File: src/rtl/datapath_pkg.sv
// datapath_pkg: shared widths and ALU opcode encodings for the risc_datapath slice.
package datapath_pkg;
  localparam int DATA_W   = 32;
  localparam int NUM_REGS = 16;
  localparam logic [4:0] OP_ADD  = 5'd0;
  localparam logic [4:0] OP_SUB  = 5'd1;
  localparam logic [4:0] OP_AND  = 5'd2;
  localparam logic [4:0] OP_OR   = 5'd3;
  localparam logic [4:0] OP_NEG  = 5'd4;
  localparam logic [4:0] OP_NOT  = 5'd5;
  localparam logic [4:0] OP_SHR  = 5'd6;
  localparam logic [4:0] OP_SHRA = 5'd7;
  localparam logic [4:0] OP_SHL  = 5'd8;
  localparam logic [4:0] OP_ROR  = 5'd9;
  localparam logic [4:0] OP_ROL  = 5'd10;
  localparam logic [4:0] OP_MUL  = 5'd11;
  localparam logic [4:0] OP_INC  = 5'd12;
  localparam logic [4:0] OP_DIV  = 5'd13;
endpackage

File: src/rtl/datapath_alu.sv
// datapath_alu: combinational 64-bit-result ALU (A = Y, B = bus).
// Signed MUL/DIV exist only when DATAPATH_MULDIV_EN is defined; otherwise those opcodes give 0.
module datapath_alu
  import datapath_pkg::*;
(
  input  logic [DATA_W-1:0]   a,
  input  logic [DATA_W-1:0]   b,
  input  logic [4:0]          op,
  output logic [2*DATA_W-1:0] result
);
  logic [4:0]          sh;
  logic [2*DATA_W-1:0] ror_w, rol_w;
  logic [DATA_W-1:0]   sra;
  assign sh    = b[4:0];
  // Rotates come from shifting a doubled copy of A and keeping the wrapped half.
  assign ror_w = {a, a} >> sh;
  assign rol_w = {a, a} << sh;
  assign sra   = $signed(a) >>> sh;
`ifdef DATAPATH_MULDIV_EN
  logic signed [2*DATA_W-1:0] prod;
  logic [DATA_W-1:0]          quo, rem;
  assign prod = (2*DATA_W)'($signed(a)) * (2*DATA_W)'($signed(b));
  assign quo  = (b == '0) ? '1 : DATA_W'($signed(a) / $signed(b));
  assign rem  = (b == '0) ? a  : DATA_W'($signed(a) % $signed(b));
`endif
  always_comb begin
    result = '0;
    case (op)
      OP_ADD:  result[DATA_W-1:0] = a + b;
      OP_SUB:  result[DATA_W-1:0] = a - b;
      OP_AND:  result[DATA_W-1:0] = a & b;
      OP_OR:   result[DATA_W-1:0] = a | b;
      OP_NEG:  result[DATA_W-1:0] = -b;
      OP_NOT:  result[DATA_W-1:0] = ~b;
      OP_SHR:  result[DATA_W-1:0] = a >> sh;
      OP_SHRA: result[DATA_W-1:0] = sra;
      OP_SHL:  result[DATA_W-1:0] = a << sh;
      OP_ROR:  result[DATA_W-1:0] = ror_w[DATA_W-1:0];
      OP_ROL:  result[DATA_W-1:0] = rol_w[2*DATA_W-1:DATA_W];
      OP_INC:  result[DATA_W-1:0] = b + DATA_W'(1);
`ifdef DATAPATH_MULDIV_EN
      OP_MUL:  result = prod;
      OP_DIV:  result = {rem, quo};
`endif
      default: result = '0;
    endcase
  end
endmodule

File: src/rtl/risc_datapath.sv
// risc_datapath: 32-bit single-bus CPU datapath driven by one-hot control strobes.
// Optional signed MUL/DIV in the ALU is enabled by defining DATAPATH_MULDIV_EN.
module risc_datapath
  import datapath_pkg::*;
(
  input  logic              clk,
  input  logic              clr,
  input  logic              R0in, R1in, R2in, R3in, R4in, R5in, R6in, R7in,
  input  logic              R8in, R9in, R10in, R11in, R12in, R13in, R14in, R15in,
  input  logic              PCin, IRin, Yin, MARin, MDRin, HIin, LOin, Zin,
  input  logic              R0out, R1out, R2out, R3out, R4out, R5out, R6out, R7out,
  input  logic              R8out, R9out, R10out, R11out, R12out, R13out, R14out, R15out,
  input  logic              HIout, LOout, Zhighout, Zlowout, PCout, MDRout,
  input  logic              Read,
  input  logic [4:0]        OpCode,
  input  logic [DATA_W-1:0] Mdatain,
  output logic [DATA_W-1:0] BusMuxOut,
  output logic [DATA_W-1:0] MAR_q,
  output logic [DATA_W-1:0] IR_q
);
  logic [NUM_REGS-1:0] rin, rout;
  logic [DATA_W-1:0]   r [NUM_REGS];
  logic [DATA_W-1:0]   hi, lo, pc, y, mdr, bus;
  logic [2*DATA_W-1:0] z, alu_res;
  assign rin  = {R15in, R14in, R13in, R12in, R11in, R10in, R9in, R8in,
                 R7in, R6in, R5in, R4in, R3in, R2in, R1in, R0in};
  assign rout = {R15out, R14out, R13out, R12out, R11out, R10out, R9out, R8out,
                 R7out, R6out, R5out, R4out, R3out, R2out, R1out, R0out};
  // Later assignments override earlier ones, so sources are listed lowest priority first.
  always_comb begin
    bus = '0;
    if (MDRout) bus = mdr;
    if (PCout) bus = pc;
    if (Zlowout) bus = z[DATA_W-1:0];
    if (Zhighout) bus = z[2*DATA_W-1:DATA_W];
    if (LOout) bus = lo;
    if (HIout) bus = hi;
    for (int i = NUM_REGS - 1; i >= 0; i--)
      if (rout[i]) bus = r[i];
  end
  assign BusMuxOut = bus;
  datapath_alu u_alu (
    .a(y),
    .b(bus),
    .op(OpCode),
    .result(alu_res)
  );
  always_ff @(posedge clk or posedge clr) begin
    if (clr) begin
      for (int i = 0; i < NUM_REGS; i++) r[i] <= '0;
      hi    <= '0;
      lo    <= '0;
      pc    <= '0;
      y     <= '0;
      mdr   <= '0;
      z     <= '0;
      MAR_q <= '0;
      IR_q  <= '0;
    end else begin
      for (int i = 0; i < NUM_REGS; i++)
        if (rin[i]) r[i] <= bus;
      if (HIin) hi <= bus;
      if (LOin) lo <= bus;
      if (PCin) pc <= bus;
      if (Yin) y <= bus;
      if (MDRin) mdr <= Read ? Mdatain : bus;
      if (Zin) z <= alu_res;
      if (MARin) MAR_q <= bus;
      if (IRin) IR_q <= bus;
    end
  end
endmodule

File: config.mk
export PLATFORM = sky130hd
export DESIGN_NAME = risc_datapath
export DESIGN_NICKNAME = d
export VERILOG_FILES = /design/src/rtl/datapath_pkg.sv /design/src/rtl/datapath_alu.sv /design/src/rtl/risc_datapath.sv
export SDC_FILE = /design/constraint.sdc
export NUM_CORES = 2
export LEC_CHECK = 0
export CORE_MARGIN = 2
export CORE_UTILIZATION = 70
export CTS_BUF_LIST = sky130_fd_sc_hd__clkbuf_8
export CTS_CLUSTER_SIZE = 25
export DETAILED_ROUTE_END_ITERATION = 7
export HOLD_SLACK_MARGIN = 0.15
export PLACE_DENSITY_LB_ADDON = 0.2
export SKIP_CTS_REPAIR_TIMING = 1
export SYNTH_ARGS = -nofsm -noshare
export SYNTH_HDL_FRONTEND = slang
export SYNTH_HIERARCHICAL = 1
export SYNTH_SLANG_ARGS = --single-unit
File: constraint.sdc
create_clock -name clk -period 72.3 [get_ports clk]
set_clock_uncertainty 0.2 [all_clocks]
set_input_delay 14.46 -clock clk [delete_from_list [all_inputs] [get_ports clk]]
set_output_delay 14.46 -clock clk [all_outputs]
set_load 0.005 [all_outputs]
# --- Word-level counts from Yosys, hierarchy flattened ---
# Cells that the tools add are included.
# W data, S select, Z words.
op_classes:
  n_eq_ne: 11
  mux: 24
  bitwise: 3
  shift: 5
  addsub: 4
  n_reduce_logical: 1
ops:
  columns: ["cell", "count"]
  rows:
  - ["$mux W32", 23]
  - ["$pmux W32 S12", 1]
  - ["$shl A64 B5 Y64", 1]
  - ["$shr A64 B5 Y32", 1]
  - ["$add A32 B1 Y32 const B", 1]
  - ["$add A32 B32 Y32", 1]
  - ["$and A32 B32 Y32", 1]
  - ["$neg A32 Y32", 1]
  - ["$not A32 Y32", 1]
  - ["$or A32 B32 Y32", 1]
  - ["$shl A32 B5 Y32", 1]
  - ["$shr A32 B5 Y32", 1]
  - ["$sshr A32 B5 Y32", 1]
  - ["$sub A32 B32 Y32", 1]
  - ["$eq A5 B3 Y1 const B", 4]
  - ["$eq A5 B4 Y1 const B", 4]
  - ["$eq A5 B2 Y1 const B", 2]
  - ["$eq A5 B1 Y1 const B", 1]
  - ["$logic_not A5 Y1", 1]
word_totals:
  reg_bits: 768
  wordCells: 72

# --- Depth between registers and ports, before layout ---
logic_depth:
  word_depth: 24
  depth_mapped: 24
  ltp_nobuf: 19

# --- Hierarchy ---
# Netlist, hierarchy kept.
by_module_without_submodules:
  columns: ["mod", "instances", "area_per_inst_um2", "seq_area_each_um2", "cells_per_inst"]
  rows:
  - ["risc_datapath", 1, 46246.9, 20019.2, 3959]
  - ["datapath_alu", 1, 10158.5, 0.0, 1522]

# --- Worst setup path before layout ---
# OpenSTA, ideal clock, no wires.
synth_timing:
  path_kind: "input -> output"
  startpoint: "in R11out"
  endpoint: "out BusMuxOut[0]"
  path_slack_ns: 41.082
  path_buffers: 3
  t_required_ns: 57.640
  arrival_ns: 16.558
  stages: 8
  cell_sequence: "buf_2 -> or3_1 -> clkbuf_1 -> or3_4 -> buf_6 -> a2111oi_4 -> nand2_2 -> a21boi_0"
synth_between:
  elab_chain_cells: 12
synth_rtl:
  columns: ["item", "line", "source"]
  rows:
  - ["start: declaration", "risc_datapath.sv:12", "input logic R8out, R9out, R10out, R11out, R12out, R13out, R14out, R15out,"]
  - ["$mux W32 (12 in a row)", "risc_datapath.sv:39", "if (rout[i]) bus = r[i];"]
  - ["end: declaration", "risc_datapath.sv:17", "output logic [DATA_W-1:0] BusMuxOut,"]
# Every way passes these cells.

# --- Final worst setup path ---
layout_timing:
  startpoint: "in R12out"
  endpoint: "out BusMuxOut[23]"
layout_between:
  elab_chain_cells: 13
layout_rtl:
  columns: ["item", "line"]
  rows:
  - ["start: declaration", "risc_datapath.sv:12"]
  - ["$mux W32 (13 in a row)", "risc_datapath.sv:39"]
# Every way passes these cells.

==> metrics.md <==
| Metric | Value |
|---|---|
| Outcome | completed |
| Clock tree from TritonCTS | built |
| Die footprint | a little over 80,000 um^2 |
| Area growth from synthesis to layout | 7.84% |
| Final setup fails | 0 |
| Cell with the most instances after synthesis | mux2i_1 |
| Hpwl dp | approximately 140,000 um |
| Share of layout cells above drive strength 1 | a little under a quarter |
| Crit end category | output pin |
| Max cap viols | 0 |
| Final Hold Violating Endpoints | 0 |
| Yosys reg bits | 800 |
| Synth Area per Inst | 10.3 um^2 |
| Critical-path cell list | clkdlybuf4s50_1 -> or3_2 -> buf_4 -> or3_4 -> buf_4 -> a2111oi_4 -> nand2_2 -> a21boi_0 -> clkdlybuf4s50_1 |
| Synth area leaders | dfrtp_1 (35%), mux2i_1 (14%), a31oi_2 (13%) |
| Asr flop ratio synth | 100% |
| Crit path DAT | 19.85 ns |
| Post-synth top cells | mux2i_1 (808), dfrtp_1 (800), a31oi_2 (600), clkbuf_1 (412), o21ai_0 (297) |
| Core area | 80,200 um^2 |
| Final ANT Viol Nets | 0 |
| Count of pins over their slew limit | 0 |
| Final worst path period need | around 35 ns |
| Setup TNS | 0 ns |
| WP buf/inv | 4 |
| Post-synthesis cell area | 56,400 um^2 |
| Post-route cell area | between 60,000 and 70,000 um^2 |
| Clock Tree Root | clkbuf_8 |
| # DRC | 0 |
| CP top delay family | buffers and inverters |
| Die extent in y | ~290 um |
| Final non-filler cell total | between 6,000 and 7,000 |
| Worst slew pin tran | 1.36 ns |
| Drt via density | around 7.6 |
| Syn Inst Count | roughly 5,500 |
| Finished Core Util | about three quarters |
| # port buffers | 181 |
| CP Launch Type | primary input |
| Total CTS buffers | ~140 |
| Warnings, synthesis | 6 |
| Max incr delay on CP | roughly 1.2 ns |
| Max VDD drop | approximately 26 uV |
| Place WS | 38.03 ns |
| Clk slew on worst S/H paths | approximately 0.06 ns |
| Critical path class | primary input to output pin |
| Synth top area share | 35.5% |
| H-tree levels | 4 |
| Sequential share of the synthesized area | 35.5% |
| Initial antenna violation count | 18 |
| Rel. slew slack | 6.79% |
| Area after DPL | 58,100 um^2 |
| Worst hold path type | flop to flop |
| # rows | about 100 |
| CP max-delay cell | a21boi_0 |
| Number of synthesized flops with an enable pin | 0 |
| LEAKAGE | roughly 25 nW |
| Routability cong. | between 1 and 1.5 |
| DR WL/cell | roughly 33 um |
| Largest net degree at the start of global routing | ~130 |
| Fmax | just under 30 MHz |
| Remaining global-route overflow | 0 |
| Leading area contributor after synthesis | dfrtp_1 |
| Vias in the first global route | slightly below 50,000 |
| Netlist cell types | between 90 and 100 |
| Tcrit/Tclk final | ~48% |
| Bufs on Longest Clock Path | 3 |
| Io pins | approximately 180 |
| Drt total wl | between 200,000 and 250,000 um |
| WHS | 0.303 ns |
| Power density over the cells | 32.6 nW/um^2 |
| Setup ws final | between 30 and 40 ns |
| Final nets | 5,544 |
| Worst-Skew Late Latency | about 0.9 ns |
| Fill cells | ~5,400 |
| RSZ-0062 raised after global routing | false |
| Main flop type after synthesis | dfrtp_1 |
| Tot Pwr | between 1.5 and 2 mW |
| Die Wd | 288 um |
| Initial Utilization | between 70% and 80% |
| Sink Count | 800 |
| Number of DRC markers in iteration 0 | 7,133 |
| CP Max Fanout | 32 |
| Total track usage | 51.5% |
| Vias | between 40,000 and 50,000 |
| Placed cells | ~6,300 |
| Critical Path RT | approximately 58 ns |
| First-pass GRT wire length | roughly 320,000 um |
| Router iterations before antenna repair | 8 |
## path summary, 6_finish.rpt
kind,from,endpoint,slack (ns),cells after the start
worst max-delay path,R12out,BusMuxOut[23],37.79,9
worst min register to register,r[446]$_DFFE_PP0P_,r[446]$_DFFE_PP0P_,0.30,2
worst max register to register,r[193]$_DFFE_PP0P_,z[13]$_DFFE_PP0P_,65.35,17
max in group asynchronous,clr,lo[3]$_DFFE_PP0P_,54.57,5
worst min-delay path,r[446]$_DFFE_PP0P_,r[446]$_DFFE_PP0P_,0.30,2
min in group asynchronous,clr,r[501]$_DFFE_PP0P_,13.97,2
## cell usage in the layout, fill, tap and decap left out, drive strengths merged, types with 33 or more instances in the layout
cell           count
o211ai            73
buf              236
ha                70
a31oi            672
o221ai            47
o21ai            325
a2111oi           67
inv              174
nor2             237
clkdlybuf4s50    142
nand2b            66
dfrtp            800
nand3b            68
and2             105
mux2i            808
o2111ai           40
nand3             56
a21oi            285
nand2            316
mux4              35
clkbuf           163
a221oi            50
mux2              81
a22o              33
o22ai             82
## power breakdown
part / switching [mW] / total (mW) / internal (mW)
sequential: 0.112 / 0.689 / 0.577
combinational: 0.522 / 0.874 / 0.352
clock: 0.208 / 0.421 / 0.213
## cells by family (layout without fill, tap and decap cells)
family	Yosys count	count (layout)	share of synthesized area [%]
xor gates and xnor gates	53	53	0.823
buffers and inverters	759	725	6.34
AOI/OAI and AO/OA	1869	1869	29.2
muxes	924	924	17.4
and+or+nand+nor	1003	1003	9.15
other	1	39	0.00665
DFF	800	800	35.5
adders and majority gates	72	72	1.62
## layer usage
layer | up-vias | track usage, % | part of all wire, %
li1 | 20500 | - | -
met1 | 24100 | 66.3 | 36
met2 | 4067 | 71.2 | 40
met3 | 1031 | 20.9 | 15
met4 | 16 | 33.8 | 7.9
met5 | - | 0 | 0.050
## flip-flops by register name (all words and copies together), names as in the netlist
| register | flops |
|---|---|
| r | 512 |
| z | 64 |
| IR_q | 32 |
| MAR_q | 32 |
| hi | 32 |
| lo | 32 |
| mdr | 32 |
| pc | 32 |
| y | 32 |
## worst reg2reg max path: cells and delay by family (launching register included)
family | cells | cell delay [ns]
multiplexers | 2 | 0.61
AND/OR/NAND/NOR | 5 | 1.22
AO/OA/AOI/OAI | 8 | 3.26
buffers and inverters | 2 | 1.22
flip-flops | 1 | 0.37
## layout make-up
class / count / area, um^2 / share of cell area [%]
multi-input cells: 3953 / 33100 / 54.4
flip-flops and latches: 800 / 20000 / 32.9
repair buffers: 378 / 3160 / 5.20
clock buffers: 163 / 2240 / 3.69
well taps: 1060 / 1330 / 2.18
clock inverters: 68 / 505 / 0.831
inverters: 116 / 445 / 0.732
diodes: 7 / 17.5 / 0.0288
Power figures use the tool's default switching activity.
